<file path="src/rtl/ps2_pkg.sv">
// Shared types and constants for the PS/2 host-to-device transmitter.
// No logic here. The state encoding is fixed so that debug probes stay stable.
package ps2_pkg;

    typedef enum logic [2:0] {
        PS2_IDLE    = 3'd0,
        PS2_INHIBIT = 3'd1,
        PS2_RTS     = 3'd2,
        PS2_SHIFT   = 3'd3,
        PS2_ACK     = 3'd4,
        PS2_RELEASE = 3'd5
    } ps2_state_e;

    localparam logic [1:0] PS2_ERR_NONE = 2'b00;
    localparam logic [1:0] PS2_ERR_RTS  = 2'b01;
    localparam logic [1:0] PS2_ERR_XFER = 2'b10;
    localparam logic [1:0] PS2_ERR_NACK = 2'b11;

    // Start + 8 data + parity + stop.
    localparam int PS2_FRAME_BITS = 11;

    localparam logic [7:0] PS2_CMD_RESET    = 8'hFF;
    localparam logic [7:0] PS2_CMD_SET_LEDS = 8'hED;
    localparam logic [7:0] PS2_CMD_ENABLE   = 8'hF4;

    // Bits shifted out after the start bit, LSB first.
    typedef struct packed {
        logic       stop;
        logic       parity;
        logic [7:0] data;
    } ps2_frame_t;

    function automatic logic ps2_odd_parity(input logic [7:0] d);
        return ~^d;
    endfunction

endpackage

</file>
<file path="src/rtl/ps2_line_filter.sv">
// Synchronizes one raw PS/2 line, rejects glitches shorter than FILTER_CYCLES and flags falling edges.
// Latency: 2 sync cycles + FILTER_CYCLES to the filtered level; no backpressure (free-running).
module ps2_line_filter #(
    parameter int FILTER_CYCLES = 4
) (
    input  logic clk_100mHz,
    input  logic reset,
    input  logic pin,
    output logic level,
    output logic fall
);

    localparam int CW = $clog2(FILTER_CYCLES + 1);

    logic [1:0]    sync;
    logic [CW-1:0] cnt;

    // Idle bus is pulled up, so everything resets to the high level.
    always_ff @(posedge clk_100mHz or negedge reset) begin
        if (!reset) begin
            sync  <= 2'b11;
            cnt   <= '0;
            level <= 1'b1;
            fall  <= 1'b0;
        end else begin
            sync <= {sync[0], pin};
            fall <= 1'b0;
            if (sync[1] == level) begin
                cnt <= '0;
            end else if (cnt == CW'(FILTER_CYCLES - 1)) begin
                level <= sync[1];
                fall  <= level;
                cnt   <= '0;
            end else begin
                cnt <= cnt + CW'(1);
            end
        end
    end

endmodule

</file>
<file path="src/rtl/ps2_host_tx.sv">
// PS/2 host-to-device command transmitter: inhibit, request-to-send, shift on device clock, check ACK.
// Latency: pin edge to data_oe in 2+FILTER_CYCLES+1 cycles; tx_ready low from accept until the cycle after done/error.
module ps2_host_tx
    import ps2_pkg::*;
#(
    parameter int CLK_HZ              = 100_000_000,
    parameter int INHIBIT_CYCLES      = 12_000,
    parameter int RTS_TIMEOUT_CYCLES  = 1_500_000,
    parameter int XFER_TIMEOUT_CYCLES = 200_000,
    parameter int FILTER_CYCLES       = 4
) (
    input  logic       clk_100mHz,
    input  logic       reset,
    input  logic [7:0] tx_data,
    input  logic       tx_valid,
    output logic       tx_ready,
    output logic       tx_done,
    output logic       tx_error,
    output logic [1:0] tx_err_code,
    output logic       rx_inhibit,
    input  logic       ps2_clk_in,
    input  logic       ps2_data_in,
    output logic       ps2_clk_oe,
    output logic       ps2_data_oe
);

    if (CLK_HZ < 1 || FILTER_CYCLES < 1 || INHIBIT_CYCLES < 1 ||
        RTS_TIMEOUT_CYCLES < 1 || XFER_TIMEOUT_CYCLES < 1) begin : g_bad_params
        $error("ps2_host_tx: all cycle parameters must be positive");
    end

    localparam logic [2:0] S_IDLE    = PS2_IDLE;
    localparam logic [2:0] S_INHIBIT = PS2_INHIBIT;
    localparam logic [2:0] S_RTS     = PS2_RTS;
    localparam logic [2:0] S_SHIFT   = PS2_SHIFT;
    localparam logic [2:0] S_ACK     = PS2_ACK;
    localparam logic [2:0] S_RELEASE = PS2_RELEASE;

    localparam int T_A   = (RTS_TIMEOUT_CYCLES > XFER_TIMEOUT_CYCLES) ? RTS_TIMEOUT_CYCLES : XFER_TIMEOUT_CYCLES;
    localparam int T_MAX = (T_A > INHIBIT_CYCLES) ? T_A : INHIBIT_CYCLES;
    localparam int TW    = $clog2(T_MAX + 1);
    localparam int BW    = $clog2(PS2_FRAME_BITS + 1);

    logic [2:0]                  state;
    logic [PS2_FRAME_BITS-2:0]   frame;
    logic [BW-1:0]               bit_cnt;
    logic [TW-1:0]               timer;
    logic                        clk_seen_high;
    logic                        clk_lvl, clk_fall;
    logic                        data_lvl, data_fall;
    ps2_frame_t                  new_frame;

    ps2_line_filter #(.FILTER_CYCLES(FILTER_CYCLES)) u_clk_filter (
        .clk_100mHz (clk_100mHz),
        .reset      (reset),
        .pin        (ps2_clk_in),
        .level      (clk_lvl),
        .fall       (clk_fall)
    );

    // Data falling edges are not needed; only the level is sampled at clock edges.
    ps2_line_filter #(.FILTER_CYCLES(FILTER_CYCLES)) u_data_filter (
        .clk_100mHz (clk_100mHz),
        .reset      (reset),
        .pin        (ps2_data_in),
        .level      (data_lvl),
        .fall       (data_fall)
    );

    assign new_frame  = '{stop: 1'b1, parity: ps2_odd_parity(tx_data), data: tx_data};
    assign tx_ready   = (state == S_IDLE) && !tx_done && !tx_error;
    assign rx_inhibit = (state != S_IDLE);

    always_ff @(posedge clk_100mHz or negedge reset) begin
        if (!reset) begin
            state         <= S_IDLE;
            frame         <= '0;
            bit_cnt       <= '0;
            timer         <= '0;
            clk_seen_high <= 1'b0;
            ps2_clk_oe    <= 1'b0;
            ps2_data_oe   <= 1'b0;
            tx_done       <= 1'b0;
            tx_error      <= 1'b0;
            tx_err_code   <= PS2_ERR_NONE;
        end else begin
            tx_done  <= 1'b0;
            tx_error <= 1'b0;
            case (state)
                S_IDLE: begin
                    if (tx_valid && tx_ready) begin
                        frame       <= new_frame;
                        bit_cnt     <= '0;
                        timer       <= '0;
                        tx_err_code <= PS2_ERR_NONE;
                        ps2_clk_oe  <= 1'b1;
                        state       <= S_INHIBIT;
                    end
                end
                S_INHIBIT: begin
                    // Start bit goes out as clock is released: this is the request-to-send.
                    if (timer == TW'(INHIBIT_CYCLES - 1)) begin
                        ps2_clk_oe    <= 1'b0;
                        ps2_data_oe   <= 1'b1;
                        timer         <= '0;
                        clk_seen_high <= 1'b0;
                        state         <= S_RTS;
                    end else begin
                        timer <= timer + TW'(1);
                    end
                end
                S_RTS: begin
                    if (timer == TW'(RTS_TIMEOUT_CYCLES - 1)) begin
                        ps2_clk_oe  <= 1'b0;
                        ps2_data_oe <= 1'b0;
                        tx_error    <= 1'b1;
                        tx_err_code <= PS2_ERR_RTS;
                        state       <= S_IDLE;
                    end else begin
                        timer <= timer + TW'(1);
                        // The filtered clock still shows our own inhibit low; wait for it to rise first.
                        if (!clk_seen_high) begin
                            if (clk_lvl) clk_seen_high <= 1'b1;
                        end else if (clk_fall) begin
                            ps2_data_oe <= ~frame[0];
                            frame       <= frame >> 1;
                            bit_cnt     <= BW'(1);
                            timer       <= '0;
                            state       <= S_SHIFT;
                        end
                    end
                end
                S_SHIFT, S_ACK, S_RELEASE: begin
                    if (timer == TW'(XFER_TIMEOUT_CYCLES - 1)) begin
                        ps2_clk_oe  <= 1'b0;
                        ps2_data_oe <= 1'b0;
                        tx_error    <= 1'b1;
                        tx_err_code <= PS2_ERR_XFER;
                        state       <= S_IDLE;
                    end else begin
                        timer <= timer + TW'(1);
                        if (state == S_SHIFT) begin
                            if (clk_fall) begin
                                ps2_data_oe <= ~frame[0];
                                frame       <= frame >> 1;
                                bit_cnt     <= bit_cnt + BW'(1);
                                if (bit_cnt == BW'(PS2_FRAME_BITS - 2)) state <= S_ACK;
                            end
                        end else if (state == S_ACK) begin
                            if (clk_fall) begin
                                if (!data_lvl) begin
                                    state <= S_RELEASE;
                                end else begin
                                    ps2_data_oe <= 1'b0;
                                    tx_error    <= 1'b1;
                                    tx_err_code <= PS2_ERR_NACK;
                                    state       <= S_IDLE;
                                end
                            end
                        end else if (clk_lvl && data_lvl) begin
                            tx_done <= 1'b1;
                            state   <= S_IDLE;
                        end
                    end
                end
                default: begin
                    ps2_clk_oe  <= 1'b0;
                    ps2_data_oe <= 1'b0;
                    state       <= S_IDLE;
                end
            endcase
        end
    end

endmodule

</file>
<file path="config.mk">
export PLATFORM = sky130hd
export DESIGN_NAME = ps2_host_tx
export DESIGN_NICKNAME = d
export VERILOG_FILES = /design/src/rtl/ps2_pkg.sv /design/src/rtl/ps2_line_filter.sv /design/src/rtl/ps2_host_tx.sv
export SDC_FILE = /design/constraint.sdc
export NUM_CORES = 1
export LEC_CHECK = 0
export CORE_MARGIN = 5
export CORE_UTILIZATION = 48
export CTS_BUF_LIST = sky130_fd_sc_hd__clkbuf_4
export CTS_CLUSTER_DIAMETER = 200
export DETAILED_ROUTE_END_ITERATION = 10
export DONT_BUFFER_PORTS = 1
export RECOVER_POWER = 100
export SKIP_CTS_REPAIR_TIMING = 1
export SLEW_MARGIN = 30
export SYNTH_ARGS = -nofsm -noshare
export SYNTH_HDL_FRONTEND = slang
export SYNTH_SLANG_ARGS = --single-unit
</file>
<file path="constraint.sdc">
create_clock -name clk_100mHz -period 6.3 [get_ports clk_100mHz]
set_input_delay 0.945 -clock clk_100mHz [delete_from_list [all_inputs] [get_ports clk_100mHz]]
set_output_delay 0.945 -clock clk_100mHz [all_outputs]
set_load 0.02 [all_outputs]
</file>
=== After elaboration in Yosys (flattened, before gate mapping) ===
Index checks and enable logic that the tools add are counted.

* Bits of input ports: 13
* Flip-flop bits (word level): 58
* Output and inout bits: 8
* Word-level logic and storage cells: 165

* Bitwise gates (word level): 4
* Reduce and logical (&&, ||, !) cells: 23
* $add $sub $neg: 4
* Mux-type cells: 81
* Equality and inequality tests: 36

{| class="wikitable"
|+ Operators by type and width
! cell !! number
|-
| 21-bit two-way mux || 6
|-
| 21-bit case mux with 4 select lines || 1
|-
| 10-bit two-way mux || 6
|-
| 3-bit two-way mux || 17
|-
| 10-bit case mux with 3 select lines || 1
|-
| 1-bit two-way mux || 29
|-
| 4-bit two-way mux || 7
|-
| 21-bit by 1-bit adder with 21-bit output, second input constant || 1
|-
| 21-bit by 14-bit equality test with 1-bit output, second input constant || 1
|-
| 21-bit by 18-bit equality test with 1-bit output, second input constant || 1
|-
| 21-bit equality test, second input constant || 1
|-
| 4-bit by 3-bit != test with 1-bit output, second input constant || 4
|-
| 8-bit AND reduction || 2
|-
| 2-bit two-way mux || 7
|-
| 2-bit != test, second input constant || 7
|-
| 3-bit by 2-bit equality test with 1-bit output, second input constant || 4
|-
| 3-bit case mux with 4 select lines || 1
|-
| 4-bit case mux with 3 select lines || 1
|-
| 6-bit AND reduction || 2
|-
| 3-bit by 2-bit != test with 1-bit output, second input constant || 3
|-
| 3-bit != test, second input constant || 3
|-
| 4-bit != test, second input constant || 2
|-
| 1-bit case mux with 4 select lines || 2
|-
| 4-bit AND reduction || 2
|-
| 22 further kinds || 37
|}

=== Logic depth before layout (Yosys ltp) ===
Gate-level depths: netlist (run 1).

* Depth in word-level cells: 6
* Gate-level depth with buffers: 9
* Depth with buffers taken out: 7

=== Hierarchy ===
From an unflattened synthesis (run 1), not the netlist that was laid out.

* Cells, all modules: 344
* Area, all modules: 3298.2 sq um

{| class="wikitable"
|+ Modules (own cells, without submodules)
! module !! instances !! sequential area each (sq um) !! area each (sq um) !! cells each
|-
| ps2_host_tx || 1 || 1126.1 || 2767.7 || 314
|-
| ps2_line_filter || 2 || 178.9 || 265.3 || 15
|}

=== Worst setup path after synthesis (run 1) ===
No wires, ideal clock.

* Kind: input to register
* From: input port tx_valid
* To: register timer[18]
* Data arrival time: 2.389 ns
* Path slack: 3.808 ns
* Library setup time: 0.104 ns
* Data required time: 6.196 ns
* Cell stages on the path: 7
* Buffers on the path: 1
* Cells stage by stage: nor3b_2 nor2_1 a31o_1 a211o_1 or2_1 buf_6 o41ai_2

* Cells in the longest elaborated chain, start to end: 3

{| class="wikitable"
|+ Ends and longest elaborated chain
! what !! RTL line !! RTL
|-
| start, declared || ps2_host_tx.sv:15 || <nowiki>input logic tx_valid,</nowiki>
|-
| 1-bit logical AND || ps2_host_tx.sv:91 || <nowiki>if (tx_valid && tx_ready) begin</nowiki>
|-
| 2-bit by 1-bit != test with 1-bit output (no source line) || n/a ||
|-
| 4-bit AND reduction (no source line) || n/a ||
|-
| end signal, assigned || ps2_host_tx.sv:109 || <nowiki>timer <= timer + TW'(1);</nowiki>
|-
| end signal, assigned || ps2_host_tx.sv:120 || <nowiki>timer <= timer + TW'(1);</nowiki>
|-
| end signal, assigned || ps2_host_tx.sv:141 || <nowiki>timer <= timer + TW'(1);</nowiki>
|-
| end, declared || ps2_host_tx.sv:47 || <nowiki>logic [TW-1:0] timer;</nowiki>
|}

Every way passes these cells.
A chain may end at the register's enable or synchronous reset.

=== Worst setup path in the final report (run 1) ===
* From: register state[1]
* To: output port tx_ready

* Cells in the longest elaborated chain, start to end: 3

{| class="wikitable"
|+ Ends and longest elaborated chain
! what !! RTL line !! RTL
|-
| start, declared || ps2_host_tx.sv:44 || <nowiki>logic [2:0] state;</nowiki>
|-
| start signal, assigned || ps2_host_tx.sv:76 || <nowiki>state <= S_IDLE;</nowiki>
|-
| start signal, assigned || ps2_host_tx.sv:97 || <nowiki>state <= S_INHIBIT;</nowiki>
|-
| start signal, assigned || ps2_host_tx.sv:107 || <nowiki>state <= S_RTS;</nowiki>
|-
| 3-bit zero test || ps2_host_tx.sv:71 || <nowiki>assign tx_ready = (state == S_IDLE) && !tx_done && !tx_error;</nowiki>
|-
| 1-bit logical AND (2 in a row) || ps2_host_tx.sv:71 ||
|-
| end, declared || ps2_host_tx.sv:16 || <nowiki>output logic tx_ready,</nowiki>
|}

Every way passes these cells.

==> results.cfg, run 1 <==
[outcome]
outcome = complete, no violations

[critical_path]
critical_path.max_fanout = 23
slowest_stage = dfrtp_1
startpoint_type = register
path_class = reg -> out
worstPathArrival_ns = 2.29
path_buf_inv = 1
slowest_delay_ns = 0.63
r2r_start = state[0]$_DFFE_PN0P_
rr_worst_depth = 6
rr_endpoint = bit_cnt[2]$_DFFE_PN0P_
crit_chain = nor3_1, inv_1, nor3_1
critical_path.top_delay_family = simple AND/OR/NAND/NOR gates
ff2ff_setup_slack_ns = 3.19
cp.required_ns = 5.35
cp_common_cell = nor3_1
crit_path_end_kind = output port

[power_and_ir_drop]
clkPwrFrac_pct = 23.7
powerDensity_nw_per_um2 = 407
ir_drop_v = 0.000129
total_power_mw = 1.48
power_frac_comb_pct = 36.0
p_switching_uw = 590
p_leak_nw = 1.45
p_sw_share_pct = 39.9
seq_power_share_pct = 40.3
p_int_uw = 887

[grt]
grt_pass1_vias = 2619
grt-ovfl-total = 0
antenna_found_initial = 0
grt_max_degree = 59
grt_pass1_wl_um = 13200
grt_usage_pct = 19.0

[synthesis]
synth_ff_type = dfrtp_1
postSynthAreaPerCell_sq_um = 9.12
synthArstFlopShare_pct = 100
synth_top_area_share_pct = 37.7
synth_warnings = 0
syn_nets = 396
ys_types = 67
synth_top_cell_by_area = dfrtp_1
synth-edff-count = 0
synth-seq-area-share_pct = 42.3
syn_inst = 378
synth-seq-cells = 58
ys_top_cells_by_area = dfrtp_1 (38%), dfstp_2 (4.6%), nor2_1 (4.4%)
syn-cell-area_sq_um = 3450

[clock_network]
cts_tree = yes
clk_latency_ns = 0.41
cts.sinks = 58
htreeDepth = 3
cts_buffers = 9
root_buffer = clkbuf_4
path_clk_slew_ns = 0.11
cts_max_path_buffers = 2

[job]
cap_viol_max_count = 0

[finish]
drive_gt1_share_pct = 8.89
most-common-layout-cells = dfrtp_1 (52), nor2_1 (40), nand2_1 (26)
final_cells = 470
design_area_sq_um = 3630
final_util_pct = 50.8
nets = 384
final_common_cell = dfrtp_1
syn_to_final_growth_pct = 5.19
diodes = 0

[sta]
fin_skew_ns = 0.0146
post-route-period-util_pct = 51.3
fin_tns_setup_ns = 0
fmax_mhz = 310
maxSlewHeadroom_pct = 37.6
fin_crit_ns = 3.23
worstMarginPinSlew_ns = 0.928
worst_slack_ns = 3.07
drv_slew = 0
rsz0062_at_grt = false
hold_ws_ns = 0.222
hold_violations = 0
setup_viol = 0

[floorplan]
row_count = 31
die_area_sq_um = 8980
die_w_um = 94.8
core_area_sq_um = 7140
die_y_um = 94.8
ios = 21
initial_core_util_pct = 48.3

[placed_design]
placed_cell_area_sq_um = 3460
port_buffers = 0
dp_hpwl_um = 5270
post-place-ws_ns = 3.27
placedCellCount = 454
gp_congestion = 0.883

[route]
routed_wl_um = 7710
drtIter0Drc = 223
wl_per_cell_um = 16.4
ant_nets = 0
drc = 0
dr.pass1.iters = 4
vias_per_cell = 5.81
dr_total_vias = 2729

[hold_path]
hold_path.class = in -> async
==> synthesized netlist by cell type, types with 8 or more instances <==
cell	n
a21oi_1	20
buf_2	13
dfrtp_1	52
inv_1	9
mux2i_1	11
nand2_1	26
nand3_1	17
nor2_1	40
nor2b_1	8
nor3_1	10
o21ai_0	12
o21ai_1	22
o31ai_1	14
xnor2_1	8
==> cell type report <==
type                    count  area [sq um]
clock buffers              11          82.6
clock inverters             5           103
fillers                   682          3510
inverters                  11          41.3
multi-input cells         284          1810
flip-flops and latches     58          1460
well taps                  99           124
repair buffers              2          11.3
==> metal layers <==
layer  routed length, um  global-route usage (%)
met2                3320                    26.0
met4                 110                    6.73
met3                 328                    4.78
met1                3960                    28.7
met5                   0                       0
==> cell families (layout without fill, tap and decap cells) <==
family | count (synthesis) | in the layout | share of synthesized area (%)
multiplexers | 13 | 13 | 3.85
XOR/XNOR | 10 | 10 | 2.54
AO/OA/AOI/OAI | 98 | 98 | 18.5
adder cells (fa/ha/maj) | 5 | 5 | 1.81
AND/OR/NAND/NOR | 158 | 158 | 25.8
buffers and inverters | 36 | 29 | 5.22
flip-flops | 58 | 58 | 42.3
==> power by group through the flow <==
stage / Combinational (mW) / Sequential (mW) / Clock, mW
2_1_floorplan: 0.506 / 0.535 / 0
3_3_place_gp: 0.535 / 0.601 / 0
3_5_place_dp: 0.540 / 0.605 / 0
4_1_cts: 0.544 / 0.596 / 0.360
5_1_grt: 0.603 / 0.613 / 0.376
6_report: 0.531 / 0.595 / 0.351
==> flip-flops by register name, indices dropped and copies added (netlist names) <==
name,flops
timer,21
frame,10
bit_cnt,4
state,3
u_clk_filter.cnt,3
u_data_filter.cnt,3
tx_err_code,2
u_clk_filter.sync,2
u_data_filter.sync,2
clk_seen_high,1
ps2_clk_oe,1
ps2_data_oe,1
tx_done,1
tx_error,1
u_clk_filter.fall,1
u_clk_filter.level,1
u_data_filter.level,1
==> how the worst max path moves through the flow <==
stage,from,slack [ns],to,cells after the start
after floorplan,tx_valid,3.81,timer[18]$_DFFE_PN0P_,7
after global placement,tx_valid,3.31,timer[18]$_DFFE_PN0P_,6
after detailed placement,tx_valid,3.27,timer[5]$_DFFE_PN0P_,6
after CTS,state[1]$_DFFE_PN0P_,3.04,tx_ready,3
after global routing,state[1]$_DFFE_PN0P_,2.87,tx_ready,3
final,state[1]$_DFFE_PN0P_,3.07,tx_ready,3
==> worst reg2reg max path, delay by kind of cell (launching register included) <==
kind                   cells  cell delay, ns
flip-flops                 1            0.72
AO/OA/AOI/OAI              2            0.50
buffers and inverters      2            1.16
AND/OR/NAND/NOR            2            0.64
Note: power is estimated with default switching activity, not from simulation.
==> inputs of run 2 (changes only) <==
==> constraint.sdc (replaced) <==
create_clock -name clk_100mHz -period 3 [get_ports clk_100mHz]
set_input_delay 0.45 -clock clk_100mHz [delete_from_list [all_inputs] [get_ports clk_100mHz]]
set_output_delay 0.45 -clock clk_100mHz [all_outputs]
set_load 0.02 [all_outputs]
==> results.cfg, run 2 (synthesis results as in run 1) <==
[grt]
grt_pass1_vias = 2737
grt-ovfl-total = 0
grt_pass1_wl_um = 13400
grt_usage_pct = 19.0
grt_max_degree = 59
antenna_found_initial = 0

[finish]
regMostFlops = timer
design_area_sq_um = 3690
drive_gt1_share_pct = 11.2
largest_reg_flops = 21
final_util_pct = 51.7
syn_to_final_growth_pct = 7.04
most-common-layout-cells = dfrtp_1 (52), nor2_1 (40), o21ai_0 (29)
nets = 398
final_common_cell = dfrtp_1
largestRegisters = timer: 21 flops, frame: 10 flops, bit_cnt: 4 flops
fillers = 692
diodes = 0

[floorplan]
die_y_um = 94.8
core_area_sq_um = 7140
ios = 21
initial_core_util_pct = 48.3
die_area_sq_um = 8980
row_count = 31
die_w_um = 94.8

[clock_network]
cts.sinks = 58
clk_latency_ns = 0.41
cts_buffers = 9
path_clk_slew_ns = 0.11
cts_tree = yes
htreeDepth = 3
root_buffer = clkbuf_4
cts_max_path_buffers = 2

[sta]
fin_tns_setup_ns = 0
fin_crit_ns = 2.65
worstMarginPinSlew_ns = 1.44
fmax_mhz = 377
setup_viol = 0
post-route-period-util_pct = 88.3
drv_slew = 0
fin_skew_ns = 0.0129
rsz0062_at_grt = false
hold_violations = 0
maxSlewHeadroom_pct = 3.83

[route]
wl_per_cell_um = 16.6
wl_met2_um = 3660
dr.pass1.iters = 5
met3_length_um = 399
vias_per_cell = 6.03
dr_total_vias = 2917
wl_met1_um = 3790
drtIter0Drc = 171
routed_wl_um = 8030
top_layer = met4
drc = 0
ant_nets = 0

[power_and_ir_drop]
total_power_mw = 3.01
p_sw_share_pct = 43.3
ir_drop_v = 0.000284
p_int_mw = 1.71
powerDensity_nw_per_um2 = 815
clkPwrFrac_pct = 18.9
power_frac_comb_pct = 40.7
p_switching_mw = 1.30
p_leak_nw = 1.50
seq_power_share_pct = 40.4

[critical_path]
crit_path_end_kind = output port
cp.required_ns = 2.55
path_class = reg -> out
worstPathArrival_ns = 2.20
crit_chain = nor3_1, inv_1, nor3_2
slowest_stage = dfrtp_1
slowest_delay_ns = 0.62
critical_path.max_fanout = 18
ff2ff_setup_slack_ns = 0.35
startpoint_type = register

[placed_design]
dp_hpwl_um = 5470
placed_cell_area_sq_um = 3530
port_buffers = 0
gp_congestion = 0.906

[job]
cap_viol_max_count = 0

[outcome]
outcome = complete, no violations

[hold_path]
hold_path.class = in -> reg
## run 2: worst paths after layout
kind | startpoint | end | depth (start not counted)
max in group asynchronous | reset | timer[13]$_DFFE_PN0P_ | 2
min in group asynchronous | reset | state[1]$_DFFE_PN0P_ | 2
hold reg to reg | u_clk_filter.sync[0]$_DFF_PN1_ | u_clk_filter.sync[1]$_DFF_PN1_ | 0
setup / recovery | state[0]$_DFFE_PN0P_ | tx_ready | 3
setup reg to reg | tx_done$_DFF_PN0_ | frame[6]$_DFFE_PN0P_ | 7
hold / removal | tx_data[1] | frame[1]$_DFFE_PN0P_ | 2
## run 2: power groups by stage
stage | Sequential [mW] | Clock [mW] | Combinational [mW]
floorplan | 1.12 | 0 | 1.06
global placement | 1.23 | 0 | 1.21
detailed placement | 1.24 | 0 | 1.23
CTS | 1.22 | 0.586 | 1.23
global route | 1.25 | 0.622 | 1.38
finish | 1.22 | 0.568 | 1.22
## run 2: through the flow
stage | hold WS (ns) | std cells | worst slack (ns)
floorplan | 0.154 | 378 | 0.753
global placement | 0.156 | 464 | 0.584
detailed placement | 0.156 | 464 | 0.568
CTS | -0.305 | 480 | 0.0996
global route | 0.245 | 484 | 0.0847
finish | 0.253 | 484 | 0.350
## run 2: area by class of cell
type	instances	area [sq um]	area share (%)
inverters	11	41.3	1.12
flip-flops and latches	58	1460	39.5
clock inverters	7	70.1	1.90
well taps	99	124	3.36
repair buffers	16	115	3.12
clock buffers	9	67.6	1.83
multi-input cells	284	1810	49.2
## run 2: layer usage
layer | track usage (%) | vias up
li1 | - | 1399
met5 | 0 | -
met4 | 8.89 | 0
met2 | 28.7 | 85
met3 | 4.62 | 18
met1 | 25.7 | 1415
## run 2: critical path: cells and delay by family, from the launching register on
| family | cells | cell delay [ns] |
|---|---|---|
| flops | 1 | 0.62 |
| buf+inv | 1 | 0.33 |
| simple gates | 2 | 0.85 |
==> inputs of run 3 (changes only) <==
--- a/config.mk
+++ b/config.mk
@@ -11,6 +11,7 @@
 export CTS_CLUSTER_DIAMETER = 200
 export DETAILED_ROUTE_END_ITERATION = 10
 export DONT_BUFFER_PORTS = 1
+export PLACE_DENSITY = 0.67
 export RECOVER_POWER = 100
 export SKIP_CTS_REPAIR_TIMING = 1
 export SLEW_MARGIN = 30
==> results.cfg, run 3 (synthesis results as in run 1) <==
[finish]
multi_input_area_sq_um = 1800
final_util_pct = 51.6
final_common_cell = dfrtp_1
largest_reg_flops = 21
design_area_sq_um = 3680
ff_latch_area_sq_um = 1460
drive_gt1_share_pct = 10.5
nets = 395
fillers = 682
final_cells = 481
diodes = 0
most-common-layout-cells = dfrtp_1 (52), nor2_1 (40), nand2_1 (26)
largestRegisters = timer: 21 flops, frame: 10 flops, bit_cnt: 4 flops
syn_to_final_growth_pct = 6.86
regMostFlops = timer

[floorplan]
row_count = 31
die_y_um = 94.8
initial_core_util_pct = 48.3
core_area_sq_um = 7140
ios = 21
die_w_um = 94.8
die_area_sq_um = 8980

[route]
wl_per_cell_um = 16.2
drtIter0Drc = 93
drc = 0
dr_total_vias = 2894
dr.pass1.iters = 4
ant_nets = 0
routed_wl_um = 7780
vias_per_cell = 6.02

[power_and_ir_drop]
seq_power_share_pct = 38.8
ir_drop_v = 0.000318
p_leak_nw = 1.49
p_int_mw = 1.81
clkPwrFrac_pct = 21.0
p_sw_share_pct = 41.6
power_frac_comb_pct = 40.2
powerDensity_nw_per_um2 = 840
p_switching_mw = 1.29

[grt]
antenna_found_initial = 0
grt_max_degree = 59
grt-busiest-layer = met2
grt_pass1_wl_um = 13400
grt_usage_pct = 19.2
grt-ovfl-total = 0
use_met1_pct = 24.6
grt_pass1_vias = 2810
use_met3_pct = 5.34
gr-usage-met2_pct = 30.3

[clock_network]
cts.sinks = 58
cts_buffers = 9
cts_tree = yes
cts_max_path_buffers = 2
path_clk_slew_ns = 0.11
root_buffer = clkbuf_4
htreeDepth = 3
clk_latency_ns = 0.43

[sta]
maxSlewHeadroom_pct = 5.55
drv_slew = 0
hold_violations = 0
fin_tns_setup_ns = 0
fmax_mhz = 368
fin_skew_ns = 0.0181
worstMarginPinSlew_ns = 1.42
rsz0062_at_grt = false
hold_ws_ns = 0.229
post-route-period-util_pct = 90.6
fin_crit_ns = 2.72
setup_viol = 0

[job]
cap_viol_max_count = 0

[placed_design]
gp_congestion = 0.946
port_buffers = 0
placed_cell_area_sq_um = 3510
dp_hpwl_um = 5460
placedCellCount = 461

[critical_path]
startpoint_type = register
path_buf_inv = 1
cp.required_ns = 2.55
path_class = reg -> out
critical_path.top_delay_family = simple AND/OR/NAND/NOR gates
slowest_stage = nor3_1
critical_path.max_fanout = 13
slowest_delay_ns = 0.61
crit_chain = nor3_1, inv_1, nor3_1
cp_common_cell = nor3_1
crit_path_end_kind = output port
worstPathArrival_ns = 2.27

[hold_path]
hold_path.class = in -> reg

[outcome]
outcome = complete, no violations
[run 3: power groups by stage]
stage / Sequential (mW) / Combinational, mW / Clock, mW
floorplan: 1.12 / 1.06 / 0
global placement: 1.21 / 1.21 / 0
detailed placement: 1.22 / 1.24 / 0
CTS: 1.20 / 1.24 / 0.671
global route: 1.23 / 1.41 / 0.710
finish: 1.20 / 1.24 / 0.651
[run 3: routing by layer]
metal  wire length (um)  vias up
met2               3700       98
li1                   -     1397
met1               3400     1380
met5                  0        -
met4                171        0
met3                508       19
[run 3: worst paths after layout]
| kind | startpoint | cells past startpoint | slack (ns) | to |
|---|---|---|---|---|
| max reg2reg | timer[0]$_DFFE_PN0P_ | 7 | 0.36 | bit_cnt[2]$_DFFE_PN0P_ |
| min reg2reg | u_clk_filter.sync[0]$_DFF_PN1_ | 0 | 0.36 | u_clk_filter.sync[1]$_DFF_PN1_ |
| min in group asynchronous | reset | 2 | 0.90 | u_data_filter.cnt[2]$_DFF_PN0_ |
| min | tx_data[3] | 2 | 0.23 | frame[3]$_DFFE_PN0P_ |
| max | state[1]$_DFFE_PN0P_ | 3 | 0.28 | tx_ready |
| max in group asynchronous | reset | 2 | 1.24 | timer[16]$_DFFE_PN0P_ |
[run 3: final cells by class]
cell class,instances,area share [%]
clock buffers,9,1.83
clock inverters,7,2.51
inverters,11,1.12
multi-input cells,284,48.9
flip-flops and latches,58,39.6
well taps,99,3.36
repair buffers,13,2.72
[run 3: metrics by stage]
stage	setup slack, ns	power (mW)
final	0.282	3.10
after floorplan	0.753	2.19
after global routing	0.101	3.35
after CTS	0.281	3.12
after global placement	0.691	2.42
after detailed placement	0.589	2.46
